### config.mk
export PLATFORM = sky130hd
export DESIGN_NAME = countdown_timer
export DESIGN_NICKNAME = d
export VERILOG_FILES = /design/src/rtl/countdown_timer.sv
export SDC_FILE = /design/constraint.sdc
export NUM_CORES = 1
export LEC_CHECK = 0
export CAP_MARGIN = 10
export CORE_AREA = 2 2 39 41
export DETAILED_ROUTE_END_ITERATION = 7
export DIE_AREA = 0 0 41 43
export GPL_ROUTABILITY_DRIVEN = 0
export MAX_ROUTING_LAYER = met4
export PLACE_DENSITY = 0.72
export RECOVER_POWER = 25
export SLEW_MARGIN = 20
export SYNTH_ARGS = -nofsm -noshare
export SYNTH_HDL_FRONTEND = slang
export SYNTH_SLANG_ARGS = --single-unit
### constraint.sdc
create_clock -name CLK -period 2.5 [get_ports CLK]
set_input_delay 0.5 -clock CLK [delete_from_list [all_inputs] [get_ports CLK]]
set_output_delay 0.5 -clock CLK [all_outputs]
set_load 0.005 [all_outputs]
### src/rtl/countdown_timer.sv
// Loadable down-counter with one-cycle expiry strobe and busy status.
// Optional periodic mode: define COUNTDOWN_TIMER_AUTORELOAD_EN to re-arm from the reload register.
module countdown_timer #(
  parameter int BIT_NUM = 4
) (
  input  logic               CLK,
  input  logic               RST,
  input  logic               load_en,
  input  logic [BIT_NUM-1:0] load_val,
  input  logic               count_en,
  input  logic               abort,
  output logic [BIT_NUM-1:0] count_val,
  output logic               busy,
  output logic               done_flag
);

  typedef enum logic [1:0] {
    IDLE   = 2'd0,
    RUN    = 2'd1,
    EXPIRE = 2'd2
  } state_t;

  state_t             state_q, state_d;
  logic [BIT_NUM-1:0] count_q, count_d;
  logic [BIT_NUM-1:0] reload_q, reload_d;
  logic               busy_q, busy_d;
  logic               done_q, done_d;

  always_comb begin
    state_d  = state_q;
    count_d  = count_q;
    reload_d = reload_q;
    if (abort) begin
      state_d = IDLE;
      count_d = '0;
    end else if (load_en) begin
      reload_d = load_val;
      if (load_val != '0) begin
        state_d = RUN;
        count_d = load_val;
      end else begin
        state_d = EXPIRE;
        count_d = '0;
      end
    end else begin
      case (state_q)
        RUN: begin
          // RUN never holds zero, so reaching one is the only exit
          if (count_en) begin
            if (count_q == BIT_NUM'(1)) begin
              state_d = EXPIRE;
              count_d = '0;
            end else begin
              count_d = count_q - BIT_NUM'(1);
            end
          end
        end
        EXPIRE: begin
`ifdef COUNTDOWN_TIMER_AUTORELOAD_EN
          if (reload_q != '0) begin
            state_d = RUN;
            count_d = reload_q;
          end else begin
            state_d = IDLE;
          end
`else
          state_d = IDLE;
`endif
        end
        default: state_d = IDLE;
      endcase
    end
    // Status flags registered from the next state so they align with count_val
    busy_d = (state_d != IDLE);
    done_d = (state_d == EXPIRE);
  end

  always_ff @(posedge CLK or posedge RST) begin
    if (RST) begin
      state_q  <= IDLE;
      count_q  <= '0;
      reload_q <= '0;
      busy_q   <= 1'b0;
      done_q   <= 1'b0;
    end else begin
      state_q  <= state_d;
      count_q  <= count_d;
      reload_q <= reload_d;
      busy_q   <= busy_d;
      done_q   <= done_d;
    end
  end

  assign count_val = count_q;
  assign busy      = busy_q;
  assign done_flag = done_q;

endmodule

# Word level (Yosys, flattened, before mapping)
# Index checks and enable logic that the tools add are counted.
# W data, S select, Z words.
classes:
  add_sub_neg: 1
  eq_ne: 3
  mux: 12
  reduce_logical: 5
ops:
  columns: ["cell", "n"]
  rows:
  - ["$mux W4", 6]
  - ["$mux W2", 6]
  - ["$reduce_bool A3 Y1", 2]
  - ["$eq A4 B1 Y1 const B", 1]
  - ["$reduce_bool A4 Y1", 1]
  - ["$sub A4 B1 Y4 const B", 1]
  - ["$eq A2 B1 Y1 const B", 1]
  - ["$eq A2 B2 Y1 const B", 1]
  - ["$reduce_and A2 Y1", 1]
  - ["$reduce_bool A2 Y1", 1]
word_totals:
  ff_bits: 8
  inputBits: 9
  output_inout_bits: 6
  wordCells: 25

# Depth between registers and ports, before layout
logic_depth:
  ltp_word: 7
  depth_mapped: 5
  ltp_nobuf: 5

# Least setup slack after synthesis
# No wires, ideal clock.
synth_path:
  path_kind: "register -> register"
  start: "register count_q[0] (netlist: count_val[0])"
  end: "register count_q[3] (netlist: count_val[3])"
  setup_ns: 0.099
  arrival_ns: 1.415
  required_time_ns: 2.401
  slack_ns: 0.986
  stages_incl_launch_ff: 4
  path_buffers: 0
  synth_period_minus_slack_ns: 1.514
  cell_sequence: "dfrtp_1 > or3_1 > or4_1 > a311oi_1"
synth_via:
  elab_chain_cells: 6
  elab_cells_between_ends: 7
  classes_between: "1 x add/sub; 1 x eq/ne; 5 x mux"
synth_lines:
  columns: ["element", "line_no", "text"]
  rows:
  - ["start, declared", "24", "logic [BIT_NUM-1:0] count_q, count_d;"]
  - ["start signal, assigned", "87", "count_q <= count_d;"]
  - ["$sub A4 B1 Y4 or $eq A4 B1 Y1 (tied branches)", "54, 50", null]
  - ["$mux W4 (*)", "50", "if (count_q == BIT_NUM'(1)) begin"]
  - ["$mux W4 (*)", "49", "if (count_en) begin"]
  - ["$mux W4 (*)", "46", "case (state_q)"]
  - ["$mux W4 (*)", "36", "end else if (load_en) begin"]
  - ["$mux W4 (*)", "33", "if (abort) begin"]
# Mark *: on every way between the ends. The rest lies on a longest branch, timed or not. The select of a mux whose other input is x is not followed.
# A chain may end at the register's enable or synchronous reset.

# Worst setup path after layout
layout_path:
  start: "input port count_en"
  end: "register count_q[3] (netlist: count_val[3])"
layout_via:
  elab_chain_cells: 2
layout_lines:
  columns: ["element", "line_no", "text"]
  rows:
  - ["start, declared", "10", "input logic count_en,"]
  - ["$reduce_bool A3 Y1 (no source line)", null, null]
  - ["$reduce_and A2 Y1 (no source line)", null, null]
# Every way passes these cells.

==> impl_metrics.csv <==
group,metric,value,unit
drt,initialDrtViolationCount,11,
die,core,0.001384,sq mm
synthesis,synth.distinct_cells,24,
clock_network,clock_latency,260,ps
synthesis,synth_area_leaders,"dfrtp_1 43%, a21oi_1 5.3%, ha_1 5.3%, nand2b_1 5.3%, inv_1 4.0%",
layout,n_diodes,0,
layout,final_layout_size_suffix_gt1_share,7.692,%
drt,via_count,421,
timing,tightest_slew,406.7,ps
critical_path,worstSetupStartpoint,"count_en",
synthesis,synthTopCellsByCount,"8 x dfrtp_1, 5 x a21oi_1, 5 x inv_1, 4 x nand2b_1, 4 x nor2_1",
drt,totalWireLength,1052,um
global_route,overflow,0,
power_and_ir_drop,power_leakage,0.0002700,uW
power_and_ir_drop,power_frac_clock,31.4,%
power_and_ir_drop,share_seq_of_total_power,46.1,%
synthesis,synth-main-ff-cell,"dfrtp_1",
clock_network,postCtsResizedCells,0,
timing,report.final.hold_viol_count,0,
drt,final_antenna_net_count,0,
critical_path,start_kind,"primary input",
global_route,gr-usage-all-layers,15.06,%
synthesis,syn-num-nets,61,
power_and_ir_drop,netSwitchingFraction,26.57,%
critical_path,setup.worst_path.end_class,"register",
hold_path,min_path_type,"reg -> reg",
clock_network,htree_levels,1,
synthesis,yosys.cell_count.top_type,"dfrtp_1",
timing,final-setup-viol-count,0,
layout,final_nets,78,
synthesis,synth_top_cell_area_share,42.78,%
timing,grt_setup_unrepaired,"no",
timing,max_slew_headroom_at_the_worst_pin,72.53,%
power_and_ir_drop,maximum_vdd_ir_drop,305.9,uV
hold_path,worstHoldStart,"count_val[2]$_DFFE_PP0P_",
die,io-pin-count,15,
drt,mean_routed_wirelength_per_cell,12.99,um
synthesis,synth.cell_area,467.9,sq um
synthesis,netlist.top_cell.by_area,"dfrtp_1",
critical_path,r2r_start,"count_val[1]$_DFFE_PP0P_",
drt,first_pass_iters,4,
clock_network,post-cts-setup-buffer-count,0,
clock_network,clkSinkCount,8,
clock_network,cts_hold_repair.buffers,0,
drt,vias_per_cell,5.198,
clock_network,cts_tree,"built",
die,chipHeight,43,um
critical_path,worst_ep_arrival_time,1970,ps
placement,portBuffers,14,
clock_network,root_cell_of_the_clock_tree,"clkbuf_4",
timing,finalWorstPathRequiredPeriod,1813,ps
layout,filler_cell_count,137,
global_route,grt_start_max_net_pins,10,
layout,area.growth.synth_to_final,35.83,%
synthesis,ys_seq_elements,8,
timing,min_period_over_period,72.51,%
synthesis,synthesis.instances,50,
timing,clock.fmax,551.7,MHz
critical_path,worst-endpoint-required,2660,ps
global_route,grt_pass1_vias,390,
global_route,grt_first_pass_wirelength,1711,um
power_and_ir_drop,combPwrFrac,22.5,%
die,die_width,41,um
die,std_cell_rows,14,
clock_network,number_of_cts_inserted_buffers,3,
critical_path,timing.critical_path.fanout_max,5,
timing,final.setup.tns,0,ps
global_route,antenna_violations_before_repair,0,
synthesis,synth_seq_area_share,42.78,%
die,start_util,33.82,%
timing,report.final.slew_viol_count,0,
run,timing.max_cap.violations,0,
drt,detail_route.drc_violations,0,
synthesis,number_of_synthesized_flops_with_an_enable_pin,0,
timing,clock_skew,8.366,ps
power_and_ir_drop,power.switching,85.07,uW
clock_network,clk_transition_reported_paths,60,ps
timing,hold_slack,580.9,ps
die,die-area,0.001763,sq mm
power_and_ir_drop,p_int,235.2,uW
outcome,outcome,"completed",
synthesis,yosys_warnings,0,
power_and_ir_drop,pwr_density_cell,503.8,mW/mm^2
clock_network,ctsLongestPathBuffers,2,
synthesis,asyncSetResetFlopFracSynth,100.0,%
synthesis,syn_area_per_cell,9.359,sq um
critical_path,crit_type,"in -> reg",
-- state kept, by name, indices dropped and copies added, names as in the netlist --
register	flops
count_val	4
busy	1
state_q	2
done_flag	1
-- metal layers --
layer	global-route usage, %	part of all wire (%)	vias to the layer above
met5	-	0	-
met4	3.333	0	0
met3	8.377	6.9	0
met2	20.94	51	20
met1	18.87	42	193
li1	-	-	208
-- worst paths after layout --
kind                       slack (ps)                  endpoint  cells past startpoint
max in group asynchronous        1640  count_val[1]$_DFFE_PP0P_                      2
setup reg to reg                  900  count_val[0]$_DFFE_PP0P_                      5
hold reg to reg                   580  count_val[2]$_DFFE_PP0P_                      1
hold / removal                    580  count_val[2]$_DFFE_PP0P_                      1
min in group asynchronous         620  count_val[3]$_DFFE_PP0P_                      2
setup / recovery                  690  count_val[3]$_DFFE_PP0P_                      4
-- cells by family after synthesis --
logic type / count (synthesis) / synth area share [%]
AND/OR/NAND/NOR: 19 / 23.80
AO/OA/AOI/OAI: 14 / 20.86
flip-flops: 8 / 42.78
buffers and inverters: 7 / 7.219
adder cells (fa/ha/maj): 2 / 5.347
-- cell type report --
cell class	count	area, sq um	share of cell area [%]
sequential	8	200.2	31.50
multi-input combinational	35	234.0	36.81
inverter	5	18.77	2.953
clock buffer	3	22.52	3.543
tap	16	20.02	3.150
timing repair buffer	14	140.1	22.05
-- layout by cell type, fill, tap and decap left out, drive strengths merged, types with 2 or more instances in the layout --
cell type      count
a21oi              5
clkdlybuf4s50     13
inv                5
or3                2
nand2              2
dfrtp              8
clkbuf             3
o21ai              2
nor2               4
nor2b              2
ha                 2
nand2b             4
-- worst max-delay path, cell delays in order --
cell	delay (ps)
clkdlybuf4s50_1	530
nand3b_1	160
or4_1	490
a311oi_1	290
-- power groups by stage --
| stage | registers (uW) | logic [uW] | clock network (uW) |
|---|---|---|---|
| 4_1_cts | 148 | 72.8 | 102 |
| 6_report | 147 | 72.1 | 101 |
| 2_1_floorplan | 148 | 37.4 | 0 |
| 3_3_place_gp | 149 | 71.6 | 0 |
| 3_5_place_dp | 150 | 72.5 | 0 |
| 5_1_grt | 149 | 80.1 | 111 |
-- through the flow --
| stage | util, % | area (sq um) | cells | setup WS, ps | total power [uW] |
|---|---|---|---|---|---|
| finish | 45.93 | 635.6 | 81 | 687.3 | 320.2 |
| global route | 45.93 | 635.6 | 81 | 582.6 | 339.8 |
| floorplan | - | 467.9 | 50 | 986.0 | 185.8 |
| global placement | 44.30 | 613.1 | 78 | 495.9 | 221.1 |
| detailed placement | 44.30 | 613.1 | 78 | 427.4 | 222.4 |
| CTS | 45.93 | 635.6 | 81 | 691.5 | 322.4 |
Power figures use the tool's default switching activity.
